--- src/rtl/seq_restoring_divider_pkg.sv ---
// Shared definitions for the sequential restoring divider: FSM state
// encodings and the iteration-counter width helper.
package seq_restoring_divider_pkg;

    typedef enum logic [1:0] {
        IDLE = 2'd0,
        RUN  = 2'd1,
        DONE = 2'd2
    } state_t;

    localparam int W_DEFAULT = 4;

    // Counter must hold the value 2W, so one bit more than clog2(2W).
    function automatic int cnt_width(input int w);
        return $clog2(2 * w) + 1;
    endfunction

    localparam int CNT_W_DEFAULT = cnt_width(W_DEFAULT);

endpackage

--- src/rtl/seq_restoring_divider_if.sv ---
// Start/busy/done handshake and operand/result bus of the divider.
interface seq_restoring_divider_if #(
    parameter int W = 4
);
    logic             start;
    logic [2*W-1:0]   dividend;
    logic [W-1:0]     divisor;
    logic             busy;
    logic             done;
    logic [2*W-1:0]   quotient;
    logic [W-1:0]     remainder;
    logic             div_by_zero;

    modport master (
        output start, dividend, divisor,
        input  busy, done, quotient, remainder, div_by_zero
    );

    modport slave (
        input  start, dividend, divisor,
        output busy, done, quotient, remainder, div_by_zero
    );
endinterface

--- src/rtl/seq_restoring_divider_div_sub_step.sv ---
// One restoring-division step: trial subtract of the divisor from the
// shifted partial remainder, keep the difference only when it is non-negative.
module div_sub_step
    import seq_restoring_divider_pkg::*;
#(
    parameter int W = W_DEFAULT
) (
    input  logic [W:0]   p_i,
    input  logic [W-1:0] divisor_i,
    output logic [W-1:0] p_o,
    output logic         q_bit_o
);
    logic [W:0] diff;

    // The caller keeps p_i < 2*divisor, so the W+1-bit difference is either
    // below 2^W (subtraction fits) or wraps with its top bit set (borrow).
    always_comb begin
        diff    = p_i - {1'b0, divisor_i};
        q_bit_o = ~diff[W];
        p_o     = q_bit_o ? diff[W-1:0] : p_i[W-1:0];
    end
endmodule

--- src/rtl/seq_restoring_divider.sv ---
// Sequential restoring divider: 2W-bit dividend / W-bit divisor, one quotient
// bit per clock, with start/busy/done handshake and divide-by-zero flag.
module seq_restoring_divider
    import seq_restoring_divider_pkg::*;
#(
    parameter int W = W_DEFAULT
) (
    input  logic                   clk,
    input  logic                   rst,
    seq_restoring_divider_if.slave bus
);
    localparam int CNT_W = cnt_width(W);

    state_t           state_q, state_d;
    logic [CNT_W-1:0] cnt_q, cnt_d;
    logic [2*W-1:0]   d_q, d_d;
    logic [W-1:0]     p_q, p_d;
    logic [W-1:0]     dvs_q, dvs_d;
    logic [2*W-1:0]   quot_q, quot_d;
    logic [W-1:0]     rem_q, rem_d;
    logic             dbz_q, dbz_d;

    logic [W:0]       step_p;
    logic [W-1:0]     step_p_out;
    logic             step_q_bit;

    // Bring the next dividend bit into the partial remainder.
    assign step_p = {p_q, d_q[2*W-1]};

    div_sub_step #(.W(W)) u_step (
        .p_i       (step_p),
        .divisor_i (dvs_q),
        .p_o       (step_p_out),
        .q_bit_o   (step_q_bit)
    );

    // State, datapath and result registers.
    always_ff @(posedge clk or posedge rst) begin
        if (rst) begin
            state_q <= IDLE;
            cnt_q   <= '0;
            d_q     <= '0;
            p_q     <= '0;
            dvs_q   <= '0;
            quot_q  <= '0;
            rem_q   <= '0;
            dbz_q   <= 1'b0;
        end else begin
            state_q <= state_d;
            cnt_q   <= cnt_d;
            d_q     <= d_d;
            p_q     <= p_d;
            dvs_q   <= dvs_d;
            quot_q  <= quot_d;
            rem_q   <= rem_d;
            dbz_q   <= dbz_d;
        end
    end

    // Next-state, iteration and result capture.
    always_comb begin
        state_d = state_q;
        cnt_d   = cnt_q;
        d_d     = d_q;
        p_d     = p_q;
        dvs_d   = dvs_q;
        quot_d  = quot_q;
        rem_d   = rem_q;
        dbz_d   = dbz_q;
        unique case (state_q)
            IDLE, DONE: begin
                if (bus.start) begin
                    d_d   = bus.dividend;
                    dvs_d = bus.divisor;
                    p_d   = '0;
                    cnt_d = '0;
                    if (bus.divisor == '0) begin
                        // No iterations needed: publish the fixed result now.
                        state_d = DONE;
                        quot_d  = '1;
                        rem_d   = bus.dividend[W-1:0];
                        dbz_d   = 1'b1;
                    end else begin
                        state_d = RUN;
                        dbz_d   = 1'b0;
                    end
                end else if (state_q == DONE) begin
                    state_d = IDLE;
                end
            end
            RUN: begin
                d_d   = {d_q[2*W-2:0], step_q_bit};
                p_d   = step_p_out;
                cnt_d = cnt_q + CNT_W'(1);
                if (cnt_q == CNT_W'(2 * W - 1)) begin
                    state_d = DONE;
                    quot_d  = {d_q[2*W-2:0], step_q_bit};
                    rem_d   = step_p_out;
                end
            end
            default: state_d = IDLE;
        endcase
    end

    assign bus.busy        = (state_q == RUN);
    assign bus.done        = (state_q == DONE);
    assign bus.quotient    = quot_q;
    assign bus.remainder   = rem_q;
    assign bus.div_by_zero = dbz_q;
endmodule
--- src/flat_wrapper.sv ---
// flat-port wrapper written by rule: the top's interface ports become plain ports
module seq_restoring_divider_flat import seq_restoring_divider_pkg::*;
#(
    parameter int W = W_DEFAULT
)
  (clk, rst, bus_start, bus_dividend, bus_divisor, bus_busy, bus_done, bus_quotient, bus_remainder, bus_div_by_zero);
  seq_restoring_divider_if #(.W(W)) bus_i ();
  input  logic clk;
  input  logic rst;
  input wire logic [$bits(bus_i.start)-1:0] bus_start;
  input wire logic [$bits(bus_i.dividend)-1:0] bus_dividend;
  input wire logic [$bits(bus_i.divisor)-1:0] bus_divisor;
  output wire logic [$bits(bus_i.busy)-1:0] bus_busy;
  output wire logic [$bits(bus_i.done)-1:0] bus_done;
  output wire logic [$bits(bus_i.quotient)-1:0] bus_quotient;
  output wire logic [$bits(bus_i.remainder)-1:0] bus_remainder;
  output wire logic [$bits(bus_i.div_by_zero)-1:0] bus_div_by_zero;
  assign bus_i.start = bus_start;
  assign bus_i.dividend = bus_dividend;
  assign bus_i.divisor = bus_divisor;
  assign bus_busy = bus_i.busy;
  assign bus_done = bus_i.done;
  assign bus_quotient = bus_i.quotient;
  assign bus_remainder = bus_i.remainder;
  assign bus_div_by_zero = bus_i.div_by_zero;
  seq_restoring_divider #(.W(W)) u_core (.clk(clk), .rst(rst), .bus(bus_i));
endmodule
--- config.mk ---
export PLATFORM = sky130hd
export DESIGN_NAME = seq_restoring_divider_flat
export DESIGN_NICKNAME = d
export VERILOG_FILES = /design/src/rtl/seq_restoring_divider_pkg.sv /design/src/rtl/seq_restoring_divider_if.sv /design/src/rtl/seq_restoring_divider_div_sub_step.sv /design/src/rtl/seq_restoring_divider.sv /design/src/flat_wrapper.sv
export SDC_FILE = /design/constraint.sdc
export NUM_CORES = 1
export LEC_CHECK = 0
export CAP_MARGIN = 20
export CORE_ASPECT_RATIO = 1.5
export CORE_MARGIN = 4
export CORE_UTILIZATION = 35
export CTS_BUF_LIST = sky130_fd_sc_hd__clkbuf_8
export DETAILED_ROUTE_END_ITERATION = 7
export DONT_BUFFER_PORTS = 1
export PLACE_DENSITY = 0.46
export SLEW_MARGIN = 20
export SYNTH_ARGS = -nofsm -noshare
export SYNTH_HDL_FRONTEND = slang
export SYNTH_SLANG_ARGS = --single-unit
--- constraint.sdc ---
create_clock -name clk -period 3.36 [get_ports clk]
set_input_delay 0.84 -clock clk [delete_from_list [all_inputs] [get_ports clk]]
set_output_delay 0.84 -clock clk [all_outputs]
set_load 0.05 [all_outputs]
* After elaboration in Yosys (flattened, before gate mapping)
Cells that the tools add are included. Widths: inputs -> output; s select.
Operators by class: eq/ne operators 7, mux-type cells 20, add/subtract/negate cells 2, reductions and logical operators 8, bitwise logic cells 1
Operators with widths (number):
- $mux 8 | 4
- $pmux 8 s2 | 2
- $pmux 4 s2 | 3
- $mux 4 | 5
- $mux 2 | 4
- $reduce_and 2->1 | 3
- $sub 5x4->5 | 1
- $add 4x1->4 const B | 1
- $eq 4x3->1 const B | 1
- $logic_not 4->1 | 1
- $ne 2x1->1 const B | 2
- $pmux 2 s2 | 1
- $reduce_and 4->1 | 1
- $ne 3x3->1 const B | 1
- $eq 2x1->1 const B | 1
- $eq 2x2->1 const B | 1
- $logic_not 2->1 | 1
- $ne 2x2->1 const B | 1
- $reduce_bool 2->1 | 1
- $reduce_or 2->1 | 1
- $mux 1 | 1
- $not 1->1 | 1
Word-level totals: word-level logic and storage cells 46, input bits 15, output and inout port bits 15, flip-flop bits (word level) 35

* Logic depth before layout (Yosys ltp)
Gate-level depths: netlist of run 1.
depth after elaboration 4, mapped depth 8, depth with buffers taken out 8

* Cells and area by module
A second synthesis of run 1 with hierarchy kept.
Second synthesis, totals: cell total of the unflattened synthesis 157, area, all modules 1701.6 µm²
By module, submodules not included:
- seq_restoring_divider | area an instance 1500.2 µm², cells an instance 133, instances 1, seq. area each 875.8 µm²
- div_sub_step | area an instance 201.4 µm², cells an instance 24, instances 1, seq. area each 0.0 µm²

* Worst setup path after synthesis of run 1
Ideal clock, no wire load.
path type register -> register, start point register u_core.d_q[7], end point register u_core.rem_q[2], in the netlist u_core.bus.remainder[2], cell stages (with the launch flop) 9, arrival 1.900 ns, required time 3.230 ns, path slack 1.330 ns, clock period less this slack 2.030 ns, path buffers 0, library setup time 0.130 ns, path through dfrtp_1 -> inv_1 -> ha_1 -> fa_1 -> nand2b_2 -> a21oi_4 -> mux2i_1 -> a2111oi_2 -> a21oi_1
On the way: word-level cells in the longest chain between the ends 4
Ends and longest elaborated chain:
- start, declared | RTL line seq_restoring_divider.sv:16 | logic [2*W-1:0] d_q, d_d;
- start signal, assigned | RTL line seq_restoring_divider.sv:42 | d_q <= '0;
- start signal, assigned | RTL line seq_restoring_divider.sv:51 | d_q <= d_d;
- $sub 5x4->5 | RTL line seq_restoring_divider_div_sub_step.sv:18 | diff = p_i - {1'b0, divisor_i};
- $mux 4 | RTL line seq_restoring_divider_div_sub_step.sv:20 | p_o = q_bit_o ? diff[W-1:0] : p_i[W-1:0];
- $mux 4 | RTL line seq_restoring_divider.sv:95 | if (cnt_q == CNT_W'(2 * W - 1)) begin
- $pmux 4 s2 | RTL line seq_restoring_divider.sv:70 | unique case (state_q)
- end signal, assigned | RTL line seq_restoring_divider.sv:55 | rem_q <= rem_d;
- end, declared | RTL line seq_restoring_divider.sv:20 | logic [W-1:0] rem_q, rem_d;
No other way between the ends. The select of a mux whose other input is x is not followed. A chain may end at the register's enable or synchronous reset.

* Final worst setup path of run 1
start point register u_core.state_q[0], end point output port bus_done
On the way: word-level cells in the longest chain between the ends 1
Ends and longest elaborated chain:
- start, declared | RTL line seq_restoring_divider.sv:14 | state_t state_q, state_d;
- start signal, assigned | RTL line seq_restoring_divider.sv:49 | state_q <= state_d;
- $eq 2x2->1 | RTL line seq_restoring_divider.sv:106 | assign bus.done = (state_q == DONE);
- end, declared | RTL line flat_wrapper.sv:14 | output wire logic [$bits(bus_i.done)-1:0] bus_done;
No other way between the ends.

==> results.cfg, run 1 <==
[yosys]
synthArstFlopShare = 1.00
synth_area_leaders = dfrtp_1 51%, nand2_1 6.1%, nor2_1 5.0%
synth_xor_area_frac = 0.0152
yosysTopAreaCell = dfrtp_1
synthesis.area_um2 = 1730
synth_top_family_by_area = simple AND/OR/NAND/NOR gates
synth_most_common_cell = dfrtp_1
synth-edff-count = 0
synth_top_area_frac = 0.507
ys_types = 36
syn-instance-count = 183
synthMuxAreaShare = 0.00580
yosys_most_used_dff = dfrtp_1
yosysSeqAreaShare = 0.507
ys_warn_count = 0
syn_nets = 204
avgSynthCellArea_um2 = 9.44
synth-compound-area-share = 0.179
ys_ff_latch = 35
synthAdderAreaFrac = 0.0478
synth-simple-area-share = 0.199
synth_common_cells = 35 x dfrtp_1, 28 x nand2_1, 23 x nor2_1, 15 x a21oi_1, 11 x o21ai_0

[finish]
final_util = 0.388
seqCellArea_um2 = 876
syn2layout_area_growth_pct = 8.12
drive_above_1_share = 0.0984
final_nets = 204
fillers = 527
num_antenna_cells = 0
fin_cells = 249
multi_input_area_um2 = 772

[sta]
hold_viol = 0
finalMaxSlewViolations = 0
finalCriticalPeriod_ns = 2.29
fmax_mhz = 437
fin_skew_ns = 0.00303
fin_ws_ns = 1.07
fin_crit_sh = 0.682
max_slew_margin = 0.337
tightest_slew_ns = 0.992
finalSetupTns_ns = 0
holdWs_ns = 0.489
setup_viol = 0
rsz0062_at_grt = false

[clock_tree]
worst_skew_pair.late_latency_ns = 0.28
root_buffer = clkbuf_8
clk_pin_slew_ns = 0.07
clk_path_buf_depth = 2
hold_buffers = 0
postCtsSetupBuffers = 0
postCtsResizedCells = 0
htree_levels = 2
cts_tree = built
cts_buffers = 5
clkSinkCount = 35

[setup_path]
crit_chain = nor2b_1
end_kind = primary output
timing.rr.start = u_core.d_q[7]$_DFFE_PP0P_
path_class = register to primary output
worstSetupStartpointType = register
r2r_setup_slack_ns = 1.12
critPathArrivalTime_ns = 1.45
crit_fanout = 4
critical_path.top_delay_family = simple AND/OR/NAND/NOR gates
r2r_cells = 8
slowest_stage = nor2b_1
required_ns = 2.52
max_stage_delay_ns = 0.77
reg2reg_to = u_core.bus.remainder[2]$_DFFE_PP0P_
path_buf_inv = 0

[die]
io_pins = 30
fp.dieW_um = 65.4
die_h_um = 94.0
start_util = 0.359
coreArea_um2 = 4810
rows = 31
die-area_um2 = 6140

[global_route]
grt_usage = 0.145
antenna_found_initial = 0
grt_pass1_wl_um = 6700
grt_pass1_vias = 1345
grt_max_degree = 24
grt_remaining_overflow = 0

[routing]
drtIter0Drc = 72
drc = 0
totalWireLength_um = 3970
drtPass1Iterations = 4
vias = 1297
vias_per_cell = 5.21
wl_per_cell_um = 16.0
ant_nets = 0

[pwr]
p_leak_nw = 0.801
pwr_density_cell_nw_per_um2 = 1250
irDropWorstVdd_v = 0.000411

[status]
status = completed

[hold_path]
hold_end = u_core.cnt_q[3]$_DFFE_PP0P_
min_path_type = register to register
min_path_cells = 1
min_from = u_core.cnt_q[3]$_DFFE_PP0P_

[place]
gp_congestion = 0.792
port_buffers = 0
dp_slack_ns = 1.10
detailed_place_hpwl_um = 3000
dp_cells = 242

[flow_run]
cap_violations = 0
-- report_power, final --
group	internal (W)	total, W	switching, W
Clock	0.000161	0.000306	0.000145
Sequential	0.000618	0.00101	0.000390
Combinational	0.000426	0.00102	0.000595
-- metal layers --
| layer | up-vias | global-route usage | part of all wire |
|---|---|---|---|
| met5 | - | 0 | 0 |
| met4 | 0 | 0.0519 | 0.017 |
| met3 | 6 | 0.0419 | 0.055 |
| met2 | 31 | 0.254 | 0.53 |
| met1 | 634 | 0.165 | 0.39 |
| li1 | 626 | - | - |
-- state kept, by name, summed over array words and instances (netlist names) --
signal,count
u_core.bus.div_by_zero,1
u_core.cnt_q,4
u_core.p_q,4
u_core.bus.remainder,4
u_core.bus.quotient,8
u_core.state_q,2
u_core.d_q,8
u_core.dvs_q,4
-- layout by cell type (no fill, tap or decap), types with 2 or more instances in the layout --
| cell | count |
|---|---|
| nand2b_1 | 3 |
| ha_1 | 5 |
| a211o_1 | 2 |
| nor2b_1 | 2 |
| nand2_1 | 28 |
| a31oi_1 | 9 |
| inv_1 | 6 |
| dfrtp_1 | 35 |
| nand3b_1 | 4 |
| buf_4 | 3 |
| nor2_1 | 23 |
| xnor2_1 | 2 |
| or3_1 | 5 |
| a211oi_1 | 2 |
| clkbuf_8 | 6 |
| a21oi_1 | 15 |
| nand3_1 | 4 |
| a21boi_2 | 2 |
| o21ai_0 | 11 |
-- area by class of cell --
cell class,count,share of cell area
clock buffers,6,0.0442
inverters,7,0.0141
well taps,66,0.0442
clock inverters,1,0.00268
flip-flops and latches,35,0.469
repair buffers,3,0.0121
multi-input cells,131,0.414
-- through the flow --
stage / instance area, µm² / total power, W
after floorplan: 1730 / 0.00184
after global placement: 1780 / 0.00203
after detailed placement: 1780 / 0.00206
after CTS: 1870 / 0.00237
after global routing: 1870 / 0.00255
final: 1870 / 0.00234
-- worst max-delay path by stage --
stage                     slack, ns                             endpoint  cells past startpoint                     startpoint
after global routing           0.92  u_core.bus.remainder[2]$_DFFE_PP0P_                      8      u_core.d_q[7]$_DFFE_PP0P_
after detailed placement       1.10  u_core.bus.remainder[3]$_DFFE_PP0P_                      5                 bus_divisor[0]
final                          1.07                             bus_done                      1  u_core.state_q[0]$_DFFE_PP0P_
after global placement         1.11  u_core.bus.remainder[3]$_DFFE_PP0P_                      5                 bus_divisor[0]
after floorplan                1.33  u_core.bus.remainder[2]$_DFFE_PP0P_                      8      u_core.d_q[7]$_DFFE_PP0P_
after CTS                      1.03                             bus_done                      1  u_core.state_q[0]$_DFFE_PP0P_
-- cells by family (layout without fill, tap and decap cells) --
kind of cell / after synthesis / in the layout
xor+xnor: 3 / 3
fa+ha+maj: 6 / 6
simple gates: 74 / 74
buf+inv: 17 / 17
compound gates: 47 / 47
flops: 35 / 35
mux: 1 / 1
(Power assumes the default switching activity.)
==> run 2, diff against run 1 <==
==> constraint.sdc (replaced) <==
create_clock -name clk -period 2.2 [get_ports clk]
set_input_delay 0.55 -clock clk [delete_from_list [all_inputs] [get_ports clk]]
set_output_delay 0.55 -clock clk [all_outputs]
set_load 0.05 [all_outputs]
==> run 2 against run 1 <==
  * Via count increased by 3.9%
  * Hold slack got worse by 0.23 ns
  * Design area increased by 4.1%
  * Register-to-register slack got worse by 0.99 ns
  * Critical path depth increased by 8
  * Die area unchanged
  * Largest cell class unchanged
  * Count of clock-buffer cells in the layout decreased by 1
  * Highest routed layer unchanged
==> results.cfg, run 2 (synthesis gave the netlist of run 1 again) <==
[clock_tree]
clkSinkCount = 35
clk_path_buf_depth = 2
cts_buffers = 5
clk_pin_slew_ns = 0.07
hold_buffers = 0
root_buffer = clkbuf_8
worst_skew_pair.late_latency_ns = 0.28
htree_levels = 2
cts_tree = built

[global_route]
antenna_found_initial = 0
grt_remaining_overflow = 0
grt_pass1_vias = 1427
grt_max_degree = 36
grt_usage = 0.149
grt_pass1_wl_um = 6930

[sta]
fin_skew_ns = 0.00474
finalCriticalPeriod_ns = 2.07
fmax_mhz = 484
fin_crit_sh = 0.939
hold_viol = 0
rsz0062_at_grt = false
tightest_slew_ns = 0.557
finalMaxSlewViolations = 0
setup_viol = 0
finalSetupTns_ns = 0
max_slew_margin = 0.629

[die]
start_util = 0.359
io_pins = 30
die-area_um2 = 6140
rows = 31
coreArea_um2 = 4810
die_h_um = 94.0
fp.dieW_um = 65.4

[place]
port_buffers = 0
gp_congestion = 0.782
detailed_place_hpwl_um = 2980

[routing]
ant_nets = 0
totalWireLength_um = 4070
vias_per_cell = 5.25
wl_per_cell_um = 15.8
drtPass1Iterations = 4
drtIter0Drc = 59
vias = 1348
drc = 0

[hold_path]
min_path_type = input pin to asynchronous set/reset pin

[setup_path]
r2r_cells = 9
critPathArrivalTime_ns = 2.22
path_class = register to register
end_kind = register
r2r_setup_slack_ns = 0.13
worstSetupStartpointType = register
required_ns = 2.35
timing.rr.start = u_core.d_q[7]$_DFFE_PP0P_
reg2reg_to = u_core.p_q[3]$_DFFE_PP0P_
crit_fanout = 5

[finish]
layout_commonest_cell = dfrtp_1
mostFrequentLayoutCells = 35 x dfrtp_1, 28 x nand2_1, 23 x nor2_1
num_antenna_cells = 0
syn2layout_area_growth_pct = 12.5
drive_above_1_share = 0.141
final_nets = 211
fillers = 524

[status]
status = completed

[flow_run]
cap_violations = 0
[run 2: cell count changes in the layout (fill, tap and decap cells not counted)]
cell,previous run,this run
buf_4,3,9
xnor2_1,2,1
nand2b_4,0,1
buf_12,0,1
fa_2,0,1
xnor2_2,0,1
fa_1,1,0
clkbuf_8,6,5
inv_1,6,8
nand2b_1,3,2
[run 2: metrics by stage]
step | util | setup slack, ns | hold WS (ns) | instances | cell area, µm²
final | 0.404 | 0.134 | 0.260 | 257 | 1940
after global routing | 0.404 | 0.00300 | 0.302 | 257 | 1940
after CTS | 0.399 | 0.0138 | 0.273 | 256 | 1920
after detailed placement | 0.382 | 0.00785 | 0.477 | 248 | 1840
after global placement | 0.382 | 0.149 | 0.466 | 248 | 1840
after floorplan | - | 0.170 | 0.448 | 183 | 1730
[run 2: what timing repair did]
| item | in CTS | in global routing |
|---|---|---|
| resized for setup | 0 | 3 |
| setup buffers | 0 | 1 |
| setup endpoints to repair | 0 | 4 |
[run 2: worst max-delay path by stage]
stage / start / endpoint / cells after the start
floorplan: u_core.d_q[7]$_DFFE_PP0P_ / u_core.bus.remainder[2]$_DFFE_PP0P_ / 8
global placement: u_core.d_q[7]$_DFFE_PP0P_ / u_core.bus.remainder[2]$_DFFE_PP0P_ / 8
detailed placement: u_core.d_q[7]$_DFFE_PP0P_ / u_core.p_q[3]$_DFFE_PP0P_ / 9
CTS: u_core.d_q[7]$_DFFE_PP0P_ / u_core.p_q[3]$_DFFE_PP0P_ / 9
global route: u_core.d_q[7]$_DFFE_PP0P_ / u_core.bus.remainder[2]$_DFFE_PP0P_ / 8
finish: u_core.d_q[7]$_DFFE_PP0P_ / u_core.p_q[3]$_DFFE_PP0P_ / 9
[run 2: metal layers]
metal | GRT usage | part of all wire | vias to the layer above | routed length, µm
met5 | 0 | 0 | - | 0
met3 | 0.0431 | 0.065 | 6 | 266
met1 | 0.167 | 0.38 | 655 | 1570
met2 | 0.261 | 0.53 | 40 | 2160
met4 | 0.0571 | 0.018 | 0 | 73
li1 | - | - | 647 | -
[run 2: area by class of cell]
| class | count | area (µm²) | area share |
|---|---|---|---|
| Clock inverter | 3 | 12.5 | 0.00644 |
| Multi-Input combinational cell | 131 | 790 | 0.406 |
| Clock buffer | 5 | 68.8 | 0.0354 |
| Tap cell | 66 | 82.6 | 0.0425 |
| Timing Repair Buffer | 10 | 87.6 | 0.0451 |
| Inverter | 7 | 26.3 | 0.0135 |
| Sequential cell | 35 | 876 | 0.451 |
[run 2: critical path, cell delays in order, from the launching register on]
cell and delay, ns:
dfrtp_1 0.37, inv_1 0.06, ha_1 0.22, fa_2 0.36, nand2b_2 0.20, a21oi_4 0.16
buf_4 0.17, xnor2_2 0.14, nand2b_4 0.18, a31oi_1 0.08
Power of run 2 is left out: the tool's default activity adds up to more than one toggle a clock period on the data nets, which glitch-free logic cannot reach.
